File: src/rtl/led_mode_pkg.sv
// Shared types and constants for the LED mode scheduler.
package led_mode_pkg;

  localparam int unsigned NUM_MODES = 4;

  typedef enum logic [1:0] {
    StIdle,
    StLoad,
    StRun
  } state_e;

  typedef logic [1:0] mode_idx_t;
  typedef logic [7:0] led_t;

endpackage

File: src/rtl/led_mode_scheduler_tick_gen.sv
// Step-strobe prescaler: counts 0..TICK_DIV-1 while enabled, ticks on the last count.
module tick_gen #(
  parameter int unsigned TICK_DIV = 4
) (
  input  logic clk,
  input  logic reset,
  input  logic clear,
  input  logic en,
  output logic tick
);

  localparam int unsigned CW = $clog2(TICK_DIV);

  logic [CW-1:0] cnt_q, cnt_d;

  assign tick = en && (cnt_q == CW'(TICK_DIV - 1));

  always_comb begin
    cnt_d = cnt_q;
    if (clear) begin
      cnt_d = '0;
    end else if (en) begin
      cnt_d = tick ? '0 : cnt_q + CW'(1);
    end
  end

  always_ff @(posedge clk or posedge reset) begin
    if (reset) begin
      cnt_q <= '0;
    end else begin
      cnt_q <= cnt_d;
    end
  end

endmodule

File: src/rtl/led_mode_scheduler.sv
// Sequences four LED pattern blocks: resets, paces and rotates them, and muxes their output.
module led_mode_scheduler
  import led_mode_pkg::*;
#(
  parameter int unsigned TICK_DIV = 4,
  parameter int unsigned DWELL    = 16
) (
  input  logic       clk,
  input  logic       reset,
  input  logic       start,
  input  logic       auto,
  input  logic       next,
  input  logic       sel_valid,
  input  logic [1:0] sel,
  input  logic [7:0] mode_out0,
  input  logic [7:0] mode_out1,
  input  logic [7:0] mode_out2,
  input  logic [7:0] mode_out3,
  output logic [3:0] mode_en,
  output logic [3:0] mode_rst,
  output logic [7:0] led,
  output logic [1:0] cur_mode,
  output logic       busy
);

  localparam int unsigned DW = (DWELL > 1) ? $clog2(DWELL) : 1;

  state_e          state_q, state_d;
  mode_idx_t       cur_mode_q, cur_mode_d;
  logic [DW-1:0]   dwell_q, dwell_d;
  led_t            led_q, led_d;
  led_t            mode_mux;
  logic            tick, dwell_done, in_run, in_load;
  logic [NUM_MODES-1:0] mode_onehot;

  assign in_run  = (state_q == StRun);
  assign in_load = (state_q == StLoad);

  tick_gen #(
    .TICK_DIV(TICK_DIV)
  ) u_tick_gen (
    .clk  (clk),
    .reset(reset),
    .clear(in_load),
    .en   (in_run),
    .tick (tick)
  );

  assign dwell_done = tick && (dwell_q == DW'(DWELL - 1));

  always_comb begin
    mode_mux = '0;
    unique case (cur_mode_q)
      2'd0: mode_mux = mode_out0;
      2'd1: mode_mux = mode_out1;
      2'd2: mode_mux = mode_out2;
      2'd3: mode_mux = mode_out3;
      default: mode_mux = '0;
    endcase
  end

  always_comb begin
    state_d    = state_q;
    cur_mode_d = cur_mode_q;
    dwell_d    = dwell_q;
    case (state_q)
      StIdle: begin
        if (sel_valid) cur_mode_d = sel;
        if (start) state_d = StLoad;
      end
      StLoad: begin
        dwell_d = '0;
        state_d = start ? StRun : StIdle;
      end
      StRun: begin
        if (tick) dwell_d = dwell_done ? '0 : dwell_q + DW'(1);
        if (!start) begin
          state_d = StIdle;
        end else if (sel_valid) begin
          cur_mode_d = sel;
          state_d    = StLoad;
        end else if (next || (auto && dwell_done)) begin
          cur_mode_d = cur_mode_q + 2'd1;
          state_d    = StLoad;
        end
      end
      default: state_d = StIdle;
    endcase
    // Looking at the next state keeps led at 0 through LOAD and the first cycle after RUN.
    led_d = (state_d == StRun) ? mode_mux : '0;
  end

  always_ff @(posedge clk or posedge reset) begin
    if (reset) begin
      state_q    <= StIdle;
      cur_mode_q <= '0;
      dwell_q    <= '0;
      led_q      <= '0;
    end else begin
      state_q    <= state_d;
      cur_mode_q <= cur_mode_d;
      dwell_q    <= dwell_d;
      led_q      <= led_d;
    end
  end

  assign mode_onehot = 4'b0001 << cur_mode_q;
  assign mode_en     = tick ? mode_onehot : '0;
  assign mode_rst    = in_load ? mode_onehot : '0;
  assign led         = led_q;
  assign cur_mode    = cur_mode_q;
  assign busy        = (state_q != StIdle);

endmodule

File: config.mk
export PLATFORM = sky130hd
export DESIGN_NAME = led_mode_scheduler
export DESIGN_NICKNAME = d
export VERILOG_FILES = /design/src/rtl/led_mode_pkg.sv /design/src/rtl/led_mode_scheduler_tick_gen.sv /design/src/rtl/led_mode_scheduler.sv
export SDC_FILE = /design/constraint.sdc
export NUM_CORES = 1
export LEC_CHECK = 0
export BUFFER_PORTS_ARGS = -buffer_cell sky130_fd_sc_hd__buf_2
export CORE_AREA = 2 2 53 55
export DETAILED_ROUTE_END_ITERATION = 6
export DIE_AREA = 0 0 55 57
export PLACE_DENSITY = 0.85
export RECOVER_POWER = 50
export SYNTH_ARGS = -nofsm -noshare
export SYNTH_HDL_FRONTEND = slang
export SYNTH_HIERARCHICAL = 1
export SYNTH_SLANG_ARGS = --single-unit
File: constraint.sdc
create_clock -name clk -period 3.9 [get_ports clk]
set_input_delay 0 -clock clk [delete_from_list [all_inputs] [get_ports clk]]
set_output_delay 0 -clock clk [all_outputs]
set_load 0.005 [all_outputs]
# [After elaboration in Yosys (flattened, before gate mapping)]
# Cells that the tools add are included.
[op_classes] n_addsub=3 eq_ne=12 n_shift=1 muxes=21 n_reduce_logical=11
[op_table] operator="one-hot mux 8 bit (4 select lines)" count=1
[op_table] operator="2-to-1 mux 2 bit" count=12
[op_table] operator="2-to-1 mux 4 bit" count=4
[op_table] operator="equality test 2 bit, second input constant" count=5
[op_table] operator="2-to-1 mux 8 bit" count=1
[op_table] operator="one-hot mux 4 bit (2 select lines)" count=1
[op_table] operator="!= test 2 bit, second input constant" count=3
[op_table] operator="one-hot mux 2 bit (3 select lines)" count=1
[op_table] operator="nonzero test 2 bit" count=3
[op_table] operator="adder 2 x 1 -> 2 bit, second input constant" count=2
[op_table] operator="adder 4 x 1 -> 4 bit, second input constant" count=1
[op_table] operator="equality test 2 x 1 -> 1 bit, second input constant" count=2
[op_table] operator="equality test 4 bit, second input constant" count=1
[op_table] operator="logical NOT 2 bit" count=2
[op_table] operator="one-hot mux 2 bit (2 select lines)" count=1
[op_table] operator="AND reduction 4 bit" count=1
[op_table] operator="<< shifter 1 x 2 -> 4 bit, first input constant" count=1
[op_table] operator="logical AND 1 bit" count=3
[op_table] operator="!= test 3 bit, second input constant" count=1
[op_table] operator="AND reduction 2 bit" count=1
[op_table] operator="logical OR 1 bit" count=1
[totals] regBits=18 wordCells=53

# [Longest topological paths before layout]
# Gate-level depths: netlist of the first run.
[depth] word_depth=11 mapped_depth=8 ltp_nobuf=7

# [Hierarchy]
# Netlist of the first run, hierarchy kept.
[modules_own_cells] module="led_mode_scheduler" instances=1 cells_each=119 area_per_inst_um2=1052.3 seq_area_each_um2=400.4
[modules_own_cells] module="tick_gen" instances=1 cells_each=10 area_per_inst_um2=110.1 seq_area_each_um2=50.0

# [Worst setup path before layout of the first run]
# OpenSTA, ideal clock, no wires.
[synth_path] path_kind="reg2reg" start="register state_q[1]" end="register cur_mode_q[0] (netlist: cur_mode[0])" arrival_time_ns=1.731 path_slack_ns=2.032 path_stages_with_launch=9 path_buffers=1 path_cell_list="dfrtp_1 > buf_2 > inv_1 > nor2_1 > and2_1 > nand4_1 > o21ai_0 > mux2i_1 > o221ai_1"
[synth_between] elab_chain_len=7
[synth_lines] item="start, declared" line="led_mode_scheduler.sv:28" source="state_e state_q, state_d;"
[synth_lines] item="start signal, assigned" line="led_mode_scheduler.sv:95" source="state_q <= StIdle;"
[synth_lines] item="start signal, assigned" line="led_mode_scheduler.sv:100" source="state_q <= state_d;"
[synth_lines] item="equality test 2 bit" line="led_mode_scheduler.sv:36" source="assign in_run = (state_q == StRun);"
[synth_lines] item="named net in_run" line="led_mode_scheduler.sv:33" source="logic tick, dwell_done, in_run, in_load;"
[synth_lines] item="logical AND 1 bit" line="led_mode_scheduler_tick_gen.sv:16" source="assign tick = en && (cnt_q == CW'(TICK_DIV - 1));"
[synth_lines] item="named net tick" line="led_mode_scheduler.sv:33"
[synth_lines] item="logical AND 1 bit" line="led_mode_scheduler.sv:49" source="assign dwell_done = tick && (dwell_q == DW'(DWELL - 1));"
[synth_lines] item="logical AND 1 bit" line="led_mode_scheduler.sv:82" source="end else if (next || (auto && dwell_done)) begin"
[synth_lines] item="logical OR 1 bit" line="led_mode_scheduler.sv:82"
[synth_lines] item="!= test 3 bit (no line)"
[synth_lines] item="AND reduction 4 bit (no line)"
[synth_lines] item="end signal, assigned" line="led_mode_scheduler.sv:101" source="cur_mode_q <= cur_mode_d;"
[synth_lines] item="end, declared" line="led_mode_scheduler.sv:29" source="mode_idx_t cur_mode_q, cur_mode_d;"
# The timed path passes the listed nets, and every way through them passes these cells.
# A chain may end at the register's enable or synchronous reset.

# [Worst setup path after layout of the first run]
# Ends and elaborated chain as after synthesis.

==> results of run 1 <==
## state kept, by name (all words and copies together) (netlist names)
register	cells
cur_mode	2
dwell_q	4
led	8
state_q	2
u_tick_gen/cnt_q	2
## repair_timing
item                      in CTS  in global routing
hold buffers                  15                  0
hold endpoints to repair      29                  0
resized for setup              0                  0
## metal layers
layer	track usage	wire length, um	part of all wire	vias up
li1	-	-	-	602
met1	0.298	1240	0.36	587
met2	0.423	1830	0.54	76
met3	0.0314	245	0.072	14
met4	0.105	98	0.029	0
met5	0	0	0	-
## worst reg2reg max path, cell delays in order (launching register included)
cell and delay, ns:
dfrtp_1 0.61, inv_1 0.19, nor2_1 0.25, and2_1 0.33, nand4_1 0.18, o21ai_0 0.34
mux2i_1 0.26, o221ai_1 0.16, dlygate4sd3_1 0.60
## where the power goes
part	internal [mW]	switching (mW)	total [mW]
sequential	0.200	0.0157	0.216
combinational	0.0848	0.0944	0.179
clock	0.0570	0.0593	0.116
## synthesized netlist by cell type
cell type,n
and2_1,5
dfrtp_1,18
a222oi_1,8
nand2b_1,3
nor2b_1,1
and4_4,1
ha_1,7
or2_2,1
clkbuf_1,4
nand2_1,4
nand4_1,1
or3b_1,1
or2b_1,1
a21oi_2,1
and2_2,4
a21oi_1,14
buf_2,1
inv_1,8
mux2i_1,4
o22ai_1,1
and3_2,1
clkbuf_8,1
o211ai_1,1
a211oi_1,1
o221ai_1,1
nand3_1,4
a2111oi_4,1
nor3_1,3
o21ai_2,1
o21ai_0,5
nor2_1,21
buf_4,1
## through the flow
step | area [um^2] | cells
floorplan | 1160 | 129
global placement | 1450 | 211
detailed placement | 1450 | 211
CTS | 1640 | 230
global route | 1630 | 230
finish | 1630 | 230
## worst paths after layout
kind                       slack (ns)  cells after the start                         endpoint
hold / removal                   0.07                      3  u_tick_gen/cnt_q[0]$_DFFE_PP0P_
setup / recovery                 0.88                      8          cur_mode[0]$_DFFE_PP0P_
setup reg to reg                 0.88                      8          cur_mode[0]$_DFFE_PP0P_
min in group clk                 0.08                      5                 led[0]$_DFF_PP0_
max in group asynchronous        3.23                      3           dwell_q[3]$_DFFE_PP0P_
hold reg to reg                  0.57                      2  u_tick_gen/cnt_q[1]$_DFFE_PP0P_
## layout make-up
type                            count  area, um^2
Inverter                            8        30.0
Tap cell                           31        38.8
Clock buffer                        4        36.3
Fill cell                         210         983
Timing Repair Buffer               73         435
Multi-Input combinational cell     96         641
Sequential cell                    18         450
## cell families (layout without fill, tap and decap cells)
family,count (synthesis),after routing
muxes,4,4
DFF,18,18
adders and majority gates,7,7
and+or+nand+nor,51,51
AOI/OAI and AO/OA,34,34
buffers and inverters,15,85
==> metrics.md, run 1 <==
| Metric | Value |
|---|---|
| Die Span X | about 55 um |
| Buffers on Ports | 58 |
| Slowest CP cell | dfrtp_1 |
| Synthesized flop and latch total | 18 |
| Slew headroom | 0.566 |
| Root Driver | clkbuf_4 |
| Compound-cell area share of the yosys netlist | 0.215 |
| I/O pin total | 59 |
| Commonest non-fill, non-tap cell in the layout | buf_2 |
| Vias per Instance | approximately 5.6 |
| Post-Synth XOR/XNOR Area | 0 |
| 1st-iter DRT viols | 78 |
| Synth area leader | dfrtp_1 |
| Vias in the first global route | 1285 |
| Final core occ | 0.624 |
| CTS buffer count | 3 |
| RSZ-0062 raised after global routing | no |
| Final WS setup | ~0.88 ns |
| Outcome | finished clean |
| Area fraction of the dominant cell type after synthesis | 0.388 |
| Die Y-Extent | between 50 and 60 um |
| Post-Route WL | roughly 3400 um |
| Antenna Nets Post-Route | 0 |
| DRT Pass-1 Iters | 4 |
| Syn_nets | 176 |
| Commonest non-fill, non-tap cells in the layout | buf_2 (54), nor2_1 (21), dfrtp_1 (18) |
| Largest fanout on the critical path | 13 |
| Initial antenna violation count | 0 |
| RR Startpoint | state_q[1]$_DFF_PP0_ |
| Mux cell area share after synthesis | 0.0344 |
| Area grow syn2layout | 40.4% |
| Mapped Cells | between 100 and 150 |
| Hpwl dp | 2210 um |
| Row Count | 19 |
| Setup crit end kind | flop |
| Die area | ~0.0031 mm^2 |
| Post-CTS Setup Bufs | 0 |
| # setup viols final | 0 |
| Crit path from | state_q[1]$_DFF_PP0_ |
| Setup WS pre-CTS | around 1.7 ns |
| Syn Area/Cell | 9.01 um^2 |
| Max capacitance violation total | 0 |
| Syn. warnings | 6 |
| # DRC | 0 |
| Clock buffer depth | 2 |
| # clock sinks | 18 |
| HP Class | input port to asynchronous set/reset pin |
| Post-synthesis adder-cell area fraction | 0.0753 |
| Mapped cell area | between 0.001 and 0.0015 mm^2 |
| CTS tree | built |
| Ant. Diodes | 0 |
| Leakage | between 0.8 and 0.9 nW |
| Max incr delay on CP | about 0.6 ns |
| CP Data Required Time | about 4 ns |
| Clk pin slew, worst setup/hold paths | 0.11 ns |
| First-pass GRT wire length | 5660 um |
| Crit path DAT | approximately 3.2 ns |
| Sum of negative setup slack | 0 ns |
| Gr usage total | 0.246 |
| Overflow after GRT | 0 |
| Total Power | between 500 and 600 uW |
| Gpl congestion | between 0.8 and 0.9 |
| Routed wire per std cell | around 15 um |
| Ordered list of cells on the worst path | inv_1 -> nor2_1 -> and2_1 -> nand4_1 -> o21ai_0 -> mux2i_1 -> o221ai_1 -> dlygate4sd3_1 |
| Sequential share of the synthesized area | 0.388 |
| Critical path class | flop to flop |
| Largest cells by area after synthesis | dfrtp_1 (39%), ha_1 (7.5%), a222oi_1 (6.9%), nor2_1 (6.8%), a21oi_1 (6.0%) |
| Initial Util | 0.444 |
| Fin nets | ~250 |
| Core ar. | roughly 0.0026 mm^2 |
| Hold Fails Final Rpt | 0 |
| Crit path buf inv count | 2 |
| Maximum VDD drop | 0.218 mV |
| Final Slew Violations | 0 |
| Clock skew | about 0.010 ns |
| Routed vias | 1279 |
| Post-route minimum period | approximately 3.0 ns |
| Main combinational cell family by area after synthesis | simple AND/OR/NAND/NOR gates |
| Final hold slack | 0.0747 ns |
| Simple-gate area share of the yosys netlist | 0.226 |
| Largest net degree at the start of global routing | 17 |
| Worst skew pair latency | ~0.3 ns |
| Fraction of layout instances using a drive strength above 1 | 0.342 |
| Worst setup SP type | flop |
| Pwr/cell area | 314 mW/mm^2 |
| Slew @ Worst Pin | around 0.65 ns |
| Htree depth | 1 |
| Final Cycle Share | 0.775 |
| Unique cell type count in the Yosys netlist | 32 |
| Crit path max-delay family | buffers and inverters |
| Fmax | ~330 MHz |
No activity file was read; power rests on OpenSTA's default activity.
==> inputs of run 2 (changes only) <==
--- a/config.mk
+++ b/config.mk
@@ -5,11 +5,12 @@
 export SDC_FILE = /design/constraint.sdc
 export NUM_CORES = 1
 export LEC_CHECK = 0
+export ABC_AREA = 1
 export BUFFER_PORTS_ARGS = -buffer_cell sky130_fd_sc_hd__buf_2
-export CORE_AREA = 2 2 53 55
+export CORE_AREA = 2 2 42 82
 export DETAILED_ROUTE_END_ITERATION = 6
-export DIE_AREA = 0 0 55 57
-export PLACE_DENSITY = 0.85
+export DIE_AREA = 0 0 44 84
+export PLACE_DENSITY = 0.77
 export RECOVER_POWER = 50
 export SYNTH_ARGS = -nofsm -noshare
 export SYNTH_HDL_FRONTEND = slang
==> constraint.sdc (replaced) <==
create_clock -name clk -period 2.7 [get_ports clk]
set_input_delay 0 -clock clk [delete_from_list [all_inputs] [get_ports clk]]
set_output_delay 0 -clock clk [all_outputs]
set_load 0.005 [all_outputs]
==> run 2 against run 1 <==
  * Utilization decreased by 13 points
  * Wire length decreased by 13%
  * Design area decreased by 4.6%
  * Sequential share of layout area increased by 1.3 points
  * Die area increased by 18%
  * Non-clock buffer count decreased by 14
  * Via count decreased by 1.9%
  * Total power increased by 57%
  * Critical endpoint is now led[0]$_DFF_PP0_
  * Largest cell class unchanged
==> metrics.md, run 2 <==
| Metric | Value |
|---|---|
| Outcome | finished clean |
| Routed wire per std cell | 11.7 um (-21%) |
| Largest net degree at the start of global routing | 17 (unchanged) |
| Htree depth | 1 (unchanged) |
| Cell area after layout | 0.00156 mm^2 (-4.6%) |
| Max capacitance violation total | 0 (unchanged) |
| Root Driver | clkbuf_8 |
| Post-route minimum period | 1.72 ns (-1.31 ns) |
| # clock sinks | 18 (unchanged) |
| Critical path class | flop to flop |
| Clock skew | 0.00840 ns (-0.00157 ns) |
| Worst skew pair latency | 0.25 ns (-0.05 ns) |
| Reg-to-reg slack, setup | 0.98 ns (+0.11 ns) |
| Hold Fails Final Rpt | 0 (unchanged) |
| First-pass GRT wire length | 4770 um (-16%) |
| Mapped Cells | 164 (+27%) |
| Hpwl dp | 2440 um (+11%) |
| Fraction of layout instances using a drive strength above 1 | 0.359 (+0.0170) |
| Setup crit end kind | flop |
| # DRC | 0 (unchanged) |
| Clk pin slew, worst setup/hold paths | 0.07 ns (-0.04 ns) |
| Crit path buf inv count | 3 (+1) |
| Unique cell type count in the Yosys netlist | 20 (-38%) |
| Largest fanout on the critical path | 9 (-4) |
| Worst setup SP type | flop |
| Ys async rst share | 1.00 (unchanged) |
| Mapped cell area | 0.00119 mm^2 (+2.2%) |
| Critical R2R Capture | led[0]$_DFF_PP0_ |
| Mux cell area share after synthesis | 0 (-0.0344) |
| Commonest non-fill, non-tap cells in the layout | buf_2 (54), nand2_1 (40), inv_1 (20) |
| Maximum VDD drop | 0.401 mV (+84%) |
| Max FFs per register | 8 (unchanged) |
| Post-Route WL | 2970 um (-13%) |
| Main combinational cell family by area after synthesis | simple AND/OR/NAND/NOR gates |
| Ys flop type | dfrtp_1 |
| Final Slew Violations | 0 (unchanged) |
| Routed vias | 1255 (-1.9%) |
| Initial Util | 0.381 (-0.0640) |
| Gr usage total | 0.169 (-0.0762) |
| Row Count | 29 (+10) |
| Post-Synth XOR/XNOR Area | 0.00738 (+0.00738) |
| CP Data Required Time | 2.83 ns (-1.26 ns) |
| Register area | 450 um^2 (unchanged) |
| Compound-cell area share of the yosys netlist | 0.118 (-0.0973) |
| Die Y-Extent | 84 um (+47%) |
| Cell depth of the worst flop-to-flop path | 12 (+4) |
| Crit path DAT | 1.85 ns (-1.37 ns) |
| DRT Pass-1 Iters | 4 (unchanged) |
| Slowest CP cell | dfrtp_1 |
| Synth area leader | dfrtp_1 |
| Post-synthesis adder-cell area fraction | 0.0738 (-0.00159) |
| Commonest non-fill, non-tap cell in the layout | buf_2 |
| Leakage | 0.902 nW (+8.8%) |
| CTS buffer count | 3 (unchanged) |
| Syn. warnings | 6 (unchanged) |
| Die Span X | 44 um (-20%) |
| Initial antenna violation count | 0 (unchanged) |
| Syn Area/Cell | 7.24 um^2 (-20%) |
| Overflow after GRT | 0 (unchanged) |
| Pwr/cell area | 515 mW/mm^2 (+64%) |
| CTS tree | built |
| Post-CTS Setup Bufs | 0 (unchanged) |
| RR Startpoint | state_q[0]$_DFF_PP0_ |
| Die area | 0.00370 mm^2 (+18%) |
| Core ar. | 0.00312 mm^2 (+19%) |
| Simple-gate area share of the yosys netlist | 0.326 (+0.0996) |
| Post-synth EDFFs | 0 (unchanged) |
| Hold path cells | 3 |
| Fmax | 582 MHz (+76%) |
| Synth top cells by count | nand2_1 (40), inv_1 (20), dfrtp_1 (18) |
| Slew @ Worst Pin | 0.602 ns (-0.0468 ns) |
| Vias per Instance | 4.94 (-11%) |
| Top-count cell post-synth | nand2_1 |
| Synthesized flop and latch total | 18 (unchanged) |
| Multi-input logic area | 623 um^2 (-2.7%) |
| Slew headroom | 0.598 (+0.0317) |
| Largest cells by area after synthesis | dfrtp_1 (38%), nand2_1 (13%), ha_1 (7.4%), nand3_1 (6.7%), inv_1 (6.3%) |
| RSZ-0062 raised after global routing | no |
| Fin nets | 271 (+9.7%) |
| Sum of negative setup slack | 0 ns (unchanged) |
| Area grow syn2layout | 31.1% |
| Fill cell count | 337 (+60%) |
| Vias in the first global route | 1183 (-7.9%) |
| Area fraction of the dominant cell type after synthesis | 0.379 (-0.00817) |
| Crit path max-delay family | simple AND/OR/NAND/NOR gates |
| Ordered list of cells on the worst path | inv_2 -> nand2_2 -> inv_2 -> nand2_1 -> inv_1 -> nand2_2 -> nor2_4 -> nand2_1 -> nand2_2 -> nand2_2 -> nand2_4 -> nor2_2 |
| I/O pin total | 59 (unchanged) |
| Final Cycle Share | 0.636 (-0.140) |
| Dpl cell area | 0.00150 mm^2 (+3.2%) |
| Buffers on Ports | 58 (unchanged) |
| Hold_sp | mode_out0[2] |
| Syn_nets | 211 (+20%) |
| Sequential share of the synthesized area | 0.379 (-0.00817) |
| Clock buffer depth | 2 (unchanged) |
| Max incr delay on CP | 0.41 ns (-0.20 ns) |
| Ant. Diodes | 0 (unchanged) |
| Gpl congestion | 0.966 (+11%) |
| 1st-iter DRT viols | 15 (-81%) |
| # setup viols final | 0 (unchanged) |
| Cell mode on critical path | nand2_2 |
| HP Class | input port to flop |
| Antenna Nets Post-Route | 0 (unchanged) |
| Hold Path End | led[2]$_DFF_PP0_ |
==> run 2: cell types whose count changed in the layout (fill, tap and decap cells not counted), moves of 5 or more <==
cell           delta
inv_2             +5
nand2_1          +36
nand3_1          +12
inv_1            +12
nor2_2            +9
nor2_1           -10
dlygate4sd3_1    -14
and2_1            -5
a222oi_1          -8
==> run 2: area by class of cell <==
cell class	count	area share
repair buffers	59	0.190
well taps	31	0.0249
inverters	25	0.0603
clock buffers	4	0.0354
flip-flops and latches	18	0.289
multi-input cells	117	0.400
==> run 2: timing repair <==
| action | CTS | global route |
|---|---|---|
| hold endpoints to repair | 18 | 0 |
| resized for setup | 0 | 0 |
| hold buffers | 1 | 0 |
==> run 2: cells by family (layout without fill, tap and decap cells) <==
group                      count (synthesis)  after routing
AOI/OAI and AO/OA                         25             25
and+or+nand+nor                           84             84
adders and majority gates                  7              7
buffers and inverters                     29             88
DFF                                       18             18
xor gates and xnor gates                   1              1
==> run 2: layer usage <==
layer	global-route usage	routed length (um)
met5	0	0
met4	0.0854	90
met3	0.0152	114
met2	0.316	1690
met1	0.173	1080
==> run 2: worst max path at each step <==
stage                    startpoint  cells after the start          endpoint  slack, ns
6_report       state_q[0]$_DFF_PP0_                     12  led[0]$_DFF_PP0_       0.98
5_1_grt        state_q[0]$_DFF_PP0_                     12  led[0]$_DFF_PP0_       0.87
4_1_cts        state_q[0]$_DFF_PP0_                     12  led[0]$_DFF_PP0_       0.99
3_5_place_dp   state_q[0]$_DFF_PP0_                     12  led[0]$_DFF_PP0_       1.04
3_3_place_gp   state_q[0]$_DFF_PP0_                     12  led[3]$_DFF_PP0_       1.10
2_1_floorplan  state_q[0]$_DFF_PP0_                     12  led[0]$_DFF_PP0_       1.19
==> run 2: report_power, final <==
group          internal (mW)  leakage (nW)  switching, mW
Combinational          0.109         0.629          0.168
Clock                  0.129        0.0288         0.0859
Sequential             0.291         0.244         0.0192
==> run 2: worst register-to-register path, cell delays in order (launching register included) <==
cell and delay (ns):
dfrtp_1 0.41, inv_2 0.10, nand2_2 0.10, inv_2 0.14
nand2_1 0.08, inv_1 0.18, nand2_2 0.10, nor2_4 0.10
nand2_1 0.07, nand2_2 0.07, nand2_2 0.07, nand2_4 0.15
nor2_2 0.05
==> run 2: per-stage QoR <==
stage | power, mW | hold WS [ns] | cells | utilization | worst slack (ns)
after floorplan | 0.500 | -0.259 | 164 | - | 1.19
after global placement | 0.593 | -0.141 | 249 | 0.480 | 1.10
after detailed placement | 0.593 | -0.140 | 249 | 0.480 | 1.04
after CTS | 0.812 | 0.0399 | 254 | 0.500 | 0.994
after global routing | 0.861 | 0.0540 | 254 | 0.499 | 0.866
final | 0.802 | 0.0399 | 254 | 0.499 | 0.983
